--- config.mk ---
export PLATFORM = sky130hd
export DESIGN_NAME = popcount_expander
export DESIGN_NICKNAME = d
export VERILOG_FILES = /design/src/rtl/popcount_expander.sv
export SDC_FILE = /design/constraint.sdc
export NUM_CORES = 1
export LEC_CHECK = 0
export BUFFER_PORTS_ARGS = -buffer_cell sky130_fd_sc_hd__buf_2
export CAP_MARGIN = 20
export CORE_ASPECT_RATIO = 1.1
export CORE_MARGIN = 3
export CORE_UTILIZATION = 30
export DETAILED_ROUTE_END_ITERATION = 8
export SLEW_MARGIN = 25
export SYNTH_ARGS = -nofsm -noshare
export SYNTH_HDL_FRONTEND = slang
export SYNTH_SLANG_ARGS = --single-unit
--- constraint.sdc ---
create_clock -name clk -period 1.59 [get_ports clk]
set_clock_uncertainty 0.1 [all_clocks]
set_input_delay 0.477 -clock clk [delete_from_list [all_inputs] [get_ports clk]]
set_output_delay 0.477 -clock clk [all_outputs]
set_load 0.01 [all_outputs]
--- src/rtl/popcount_expander.sv ---
// Builds a WIDTH-bit word with the lowest N bits set. The word is shifted out
// LSB-first, one bit per clock, and is also presented in parallel, using a
// level-held start / sticky done handshake.
module popcount_expander #(
  parameter int WIDTH = 8,
  parameter int CW    = 4
) (
  input  logic             clk,
  input  logic             reset,
  input  logic             start,
  input  logic [CW-1:0]    count_in,
  output logic [WIDTH-1:0] data_out,
  output logic             bit_out,
  output logic             bit_valid,
  output logic             done,
  output logic             err
);

  localparam logic [1:0] S_IDLE = 2'd0;
  localparam logic [1:0] S_FILL = 2'd1;
  localparam logic [1:0] S_DONE = 2'd2;

  localparam logic [CW-1:0] MAX_COUNT = CW'(WIDTH);
  localparam logic [CW-1:0] LAST_IDX  = CW'(WIDTH - 1);

  logic [1:0]    state;
  logic [CW-1:0] remaining;
  logic [CW-1:0] idx;
  logic          over;
  logic [CW-1:0] sat_count;
  logic          fill_bit;

  // Requests above WIDTH saturate to an all-ones word and raise err.
  assign over      = (count_in > MAX_COUNT);
  assign sat_count = over ? MAX_COUNT : count_in;
  // Ones are emitted while any remain, so the set bits land at the LSB end.
  assign fill_bit  = (remaining != '0);

  assign done = (state == S_DONE);

  always_ff @(posedge clk) begin
    if (reset) begin
      state     <= S_IDLE;
      data_out  <= '0;
      bit_out   <= 1'b0;
      bit_valid <= 1'b0;
      err       <= 1'b0;
      remaining <= '0;
      idx       <= '0;
    end else begin
      case (state)
        S_IDLE: begin
          data_out  <= '0;
          bit_out   <= 1'b0;
          bit_valid <= 1'b0;
          if (start) begin
            remaining <= sat_count;
            err       <= over;
            idx       <= '0;
            state     <= S_FILL;
          end else begin
            err <= 1'b0;
          end
        end

        S_FILL: begin
          if (!start) begin
            state     <= S_IDLE;
            data_out  <= '0;
            bit_out   <= 1'b0;
            bit_valid <= 1'b0;
            err       <= 1'b0;
            remaining <= '0;
            idx       <= '0;
          end else begin
            data_out  <= {fill_bit, data_out[WIDTH-1:1]};
            bit_out   <= fill_bit;
            bit_valid <= 1'b1;
            if (fill_bit)
              remaining <= remaining - 1'b1;
            // idx wraps to 0 on the final shift so it never exceeds WIDTH-1.
            if (idx == LAST_IDX) begin
              idx   <= '0;
              state <= S_DONE;
            end else begin
              idx <= idx + 1'b1;
            end
          end
        end

        S_DONE: begin
          bit_out   <= 1'b0;
          bit_valid <= 1'b0;
          if (!start) begin
            state    <= S_IDLE;
            data_out <= '0;
            err      <= 1'b0;
          end
        end

        default: begin
          state     <= S_IDLE;
          data_out  <= '0;
          bit_out   <= 1'b0;
          bit_valid <= 1'b0;
          err       <= 1'b0;
          remaining <= '0;
          idx       <= '0;
        end
      endcase
    end
  end

endmodule
Word level (Yosys, flattened, before mapping) --
Index checks and enable logic that the tools add are counted.
Storage, ports and cells: input bits 7, output and inout port bits 12, register bits 21
Operators by class: equality and inequality tests 8, multiplexer cells 21, bitwise operators 3, reduce and logical (&&, ||, !) cells 8, order comparisons 1, add/subtract/negate cells 2
Operators by type and width (number):
- $mux 4 | 7
- $pmux 4 s3 | 2
- $mux 8 | 2
- $pmux 8 s2 | 1
- $mux 2 | 4
- $ne 2x2->1 const B | 3
- $ne 3x3->1 const B | 2
- $pmux 2 s3 | 1
- $reduce_and 3->1 | 2
- $add 4x1->4 const B | 1
- $eq 4x3->1 const B | 1
- $gt 4x4->1 const B | 1
- $reduce_bool 4->1 | 1
- $reduce_or 2->1 | 2
- $sub 4x1->4 const B | 1
- $mux 1 | 3
- $not 1->1 | 3
- $reduce_or 3->1 | 1
- $eq 2x1->1 const B | 1
- $eq 2x2->1 const B | 1
- $logic_not 2->1 | 1
- $pmux 1 s2 | 1
- $reduce_and 2->1 | 1

Logic depth before layout (Yosys ltp) --
depth after elaboration 4, depth in mapped cells 7, mapped depth without buffers 6

Least setup slack after synthesis --
Ideal clock, no wire load.
kind reg2reg, start reg state[0], end reg idx[3], setup slack -0.054 ns, cell stages (with the launch flop) 5, period minus slack after synthesis 1.644 ns, required time 1.404 ns, data arrival time 1.458 ns, cells stage by stage dfxtp_1 -> inv_1 -> ha_1 -> or4_4 -> a221oi_2
On the way: longest elaborated chain between the ends 3, elaborated cells on any way between the ends 7, those cells by class eq/ne: 3; mux: 1; bitwise: 1; reduce/logical: 2
Ends and longest elaborated chain:
- start: declaration | line 26 | logic [1:0] state;
- start signal: assignment | line 43 | state <= S_IDLE;
- start signal: assignment | line 60 | state <= S_FILL;
- start signal: assignment | line 68 | state <= S_IDLE;
- $eq 2x2->1 *
- named net done | line 15 | output logic done,
- parallel branches: the longest is 2 deep, another holds $pmux 4 s3
- end signal: assignment | line 86 | idx <= idx + 1'b1;
- end: declaration | line 28 | logic [CW-1:0] idx;
Mark *: on every way through the listed nets, which the timed path passes. A chain may end at the register's enable or synchronous reset.

Final worst setup path --
start reg state[1], end out done
On the way: longest elaborated chain between the ends 1
Ends and longest elaborated chain:
- $eq 2x2->1 | line 39 | assign done = (state == S_DONE);
- end: declaration | line 15
No other way between the ends.

==> qor.yml <==
outcome: "finished, violations left"
failed_checks: "negative setup slack"
cpPeakStageDelay_ps: 350
path_common_cell: "buf_6"
grt_pass1_vias: 1029
synthCells: 121
cts_tree: "done"
cp-startpoint: "state[1]$_SDFFE_PP0P_"
ctsHoldBuffers: 0
finalSetupViolations: 5
final_util: 0.512
drc: 0
rsz0062_at_grt: "yes"
seq_area_um2: 428
yosysTopAreaCell: "dfxtp_1"
grt_pass1_wl_um: 4570
drv_slew: 0
holdPathStages: 2
wl_met3_um: 21
syn_nets: 133
cap_violations: 0
firstDrtPassIters: 3
synth_area_per_cell_um2: 8.57
wire_per_inst_um: 13.3
fin_ws_ps: -128
nNetsFinal: 183
numCtsBuffers: 3
async_flop_share: 0
ant_nets: 0
drt_iter0_markers: 30
antenna_found_initial: 0
p_leak_nw: 0.713
synth.area.top_cells: "dfxtp_1 (41%), a21oi_1 (7.2%), ha_1 (6.0%)"
rrSetupSlack_ps: -110
worstPathCellList: "buf_6 > ha_4 > buf_6 > buf_6"
reg2reg_from: "state[1]$_SDFFE_PP0P_"
netlist_area_um2: 1040
dp_hpwl_um: 1950
total_power_mw: 1.19
worstSetupStartpointType: "flip-flop"
cellPowerDensity_nw_per_um2: 733
synth_flop_cell: "dfxtp_1"
nFillCells: 277
ff2ff_path_depth: 5
route.met2.wl_um: 1550
coreArea_um2: 3180
min_period_over_period: 1.08
yosysSeqAreaShare: 0.405
initial_utilization: 0.326
cts_buffer_depth: 2
overflow: 0
hold_violations: 0
io_buffers: 18
layout.cells.non_filler: 216
drt_wl_total_um: 2860
fmax_mhz: 582
multi_input_area_um2: 698
antenna_cells: 0
synth_edf_count: 0
timing.rr.end: "idx[3]$_SDFFE_PP0P_"
path_max_fanout: 2
relSlewSlack: 0.780
final_cell_mix: "buf_4 (28), dfxtp_1 (17), buf_2 (17), nor2_1 (15), a21oi_2 (8)"
num_rows: 21
crit_arrival_ps: 1140
synth_warnings: 0
grt_usage: 0.148
holdPathEnd: "remaining[2]$_SDFFE_PP0P_"
vias_per_cell: 4.83
fin_crit_ps: 1720
grt_max_degree: 13
dieArea_um2: 4200
ys_types: 36
path_class: "flip-flop to output port"
synth_top_area_frac: 0.405
hp-class: "input pin to flip-flop"
ys_seq_elements: 21
die_h_um: 67.7
final_common_cell: "buf_4"
clockRootBuffer: "clkbuf_4"
irDropWorstVdd_uv: 346
vias: 1043
max_slew.worst_pin.slew_ps: 326
top_layer: "met4"
clkLatencyLatePin_ps: 320
area_growth_pct: 56.8
slowest_stage: "dfxtp_2"
holdCritStartpoint: "reset"
clk_pin_slew_worst_paths_ps: 130
cts_max_level: 1
die_x_um: 62.1
crit_path_end_kind: "output port"
gp_congestion: 0.896
placedCellCount: 205
num_io_pins: 19
drt-met1-wl_um: 1210
crit_required_ps: 1010
drive_gt1_frac: 0.547
clkSinkCount: 21
-- metrics by stage --
| step | hold slack, ps | setup slack [ps] | area, um^2 | setup TNS, ps |
|---|---|---|---|---|
| 5_1_grt | 360 | -166 | 1630 | -1180 |
| 3_3_place_gp | 363 | -65.0 | 1370 | -143 |
| 4_1_cts | 333 | -138 | 1530 | -296 |
| 2_1_floorplan | 352 | -1.05 | 1040 | -1.05 |
| 6_report | 346 | -128 | 1630 | -416 |
| 3_5_place_dp | 377 | -99.8 | 1370 | -263 |
-- sequential cells by signal, indices dropped and copies added (netlist names) --
signal and cells:
data_out 8, idx 4, remaining 4, state 2, bit_out 1, bit_valid 1
err 1
-- worst max path at each step --
stage                                           end  slack [ps]  cells past startpoint
final                                          done        -130                      4
after global routing                           done        -170                      4
after CTS                                      done        -140                      4
after detailed placement        idx[3]$_SDFFE_PP0P_        -100                      4
after global placement    remaining[1]$_SDFFE_PP0P_         -70                      6
after floorplan                 idx[3]$_SDFFE_PP0P_          -1                      4
-- routing by layer --
layer,global-route usage,vias to the layer above
li1,-,524
met1,0.164,507
met2,0.264,8
met3,0.0115,4
met4,0.0902,0
met5,0,-
-- critical path: cells and delay by family (launching register included) --
family	cells	cell delay (ps)
DFF	1	350
buffers and inverters	3	330
adders and majority gates	1	150
-- cell type report --
type,instances,area share
inverter,8,0.0200
timing repair buffer,52,0.235
tap,46,0.0354
clock inverter,1,0.00308
multi-input combinational,85,0.429
clock buffer,3,0.0138
sequential,21,0.263
-- synthesized netlist by cell type (2+ instances only) --
cell       count
dfxtp_1       21
a21oi_1       15
nor2_1        15
and3_1         8
inv_1          8
nand2_1        7
ha_1           5
a2bb2oi_1      3
clkbuf_1       3
o21ai_0        3
a211oi_1       2
buf_1          2
buf_6          2
nand3_1        2
nor2b_1        2
or3_1          2
xnor2_1        2
-- where the power goes --
part | internal [mW] | switching, mW | leakage [nW]
Combinational | 0.194 | 0.166 | 0.523
Clock | 0.0944 | 0.178 | 0.0177
Sequential | 0.547 | 0.0132 | 0.172
-- what timing repair did --
action / 4_1_cts / 5_1_grt
pin swaps: 9 / 2
resized for setup: 25 / 22
setup buffers: 5 / 1
setup endpoints to repair: 8 / 19
cloned: 0 / 1
-- cells by family (layout without fill, tap and decap cells) --
kind of cell / after synthesis / count (layout) / share of synthesized area
AO/OA/AOI/OAI: 30 / 30 / 0.192
XOR/XNOR: 2 / 2 / 0.0169
adder cells (fa/ha/maj): 5 / 5 / 0.0603
buffers and inverters: 15 / 64 / 0.0688
flip-flops: 21 / 21 / 0.405
multiplexers: 1 / 1 / 0.0109
AND/OR/NAND/NOR: 47 / 47 / 0.246
Note: power is estimated with default switching activity, not from simulation.
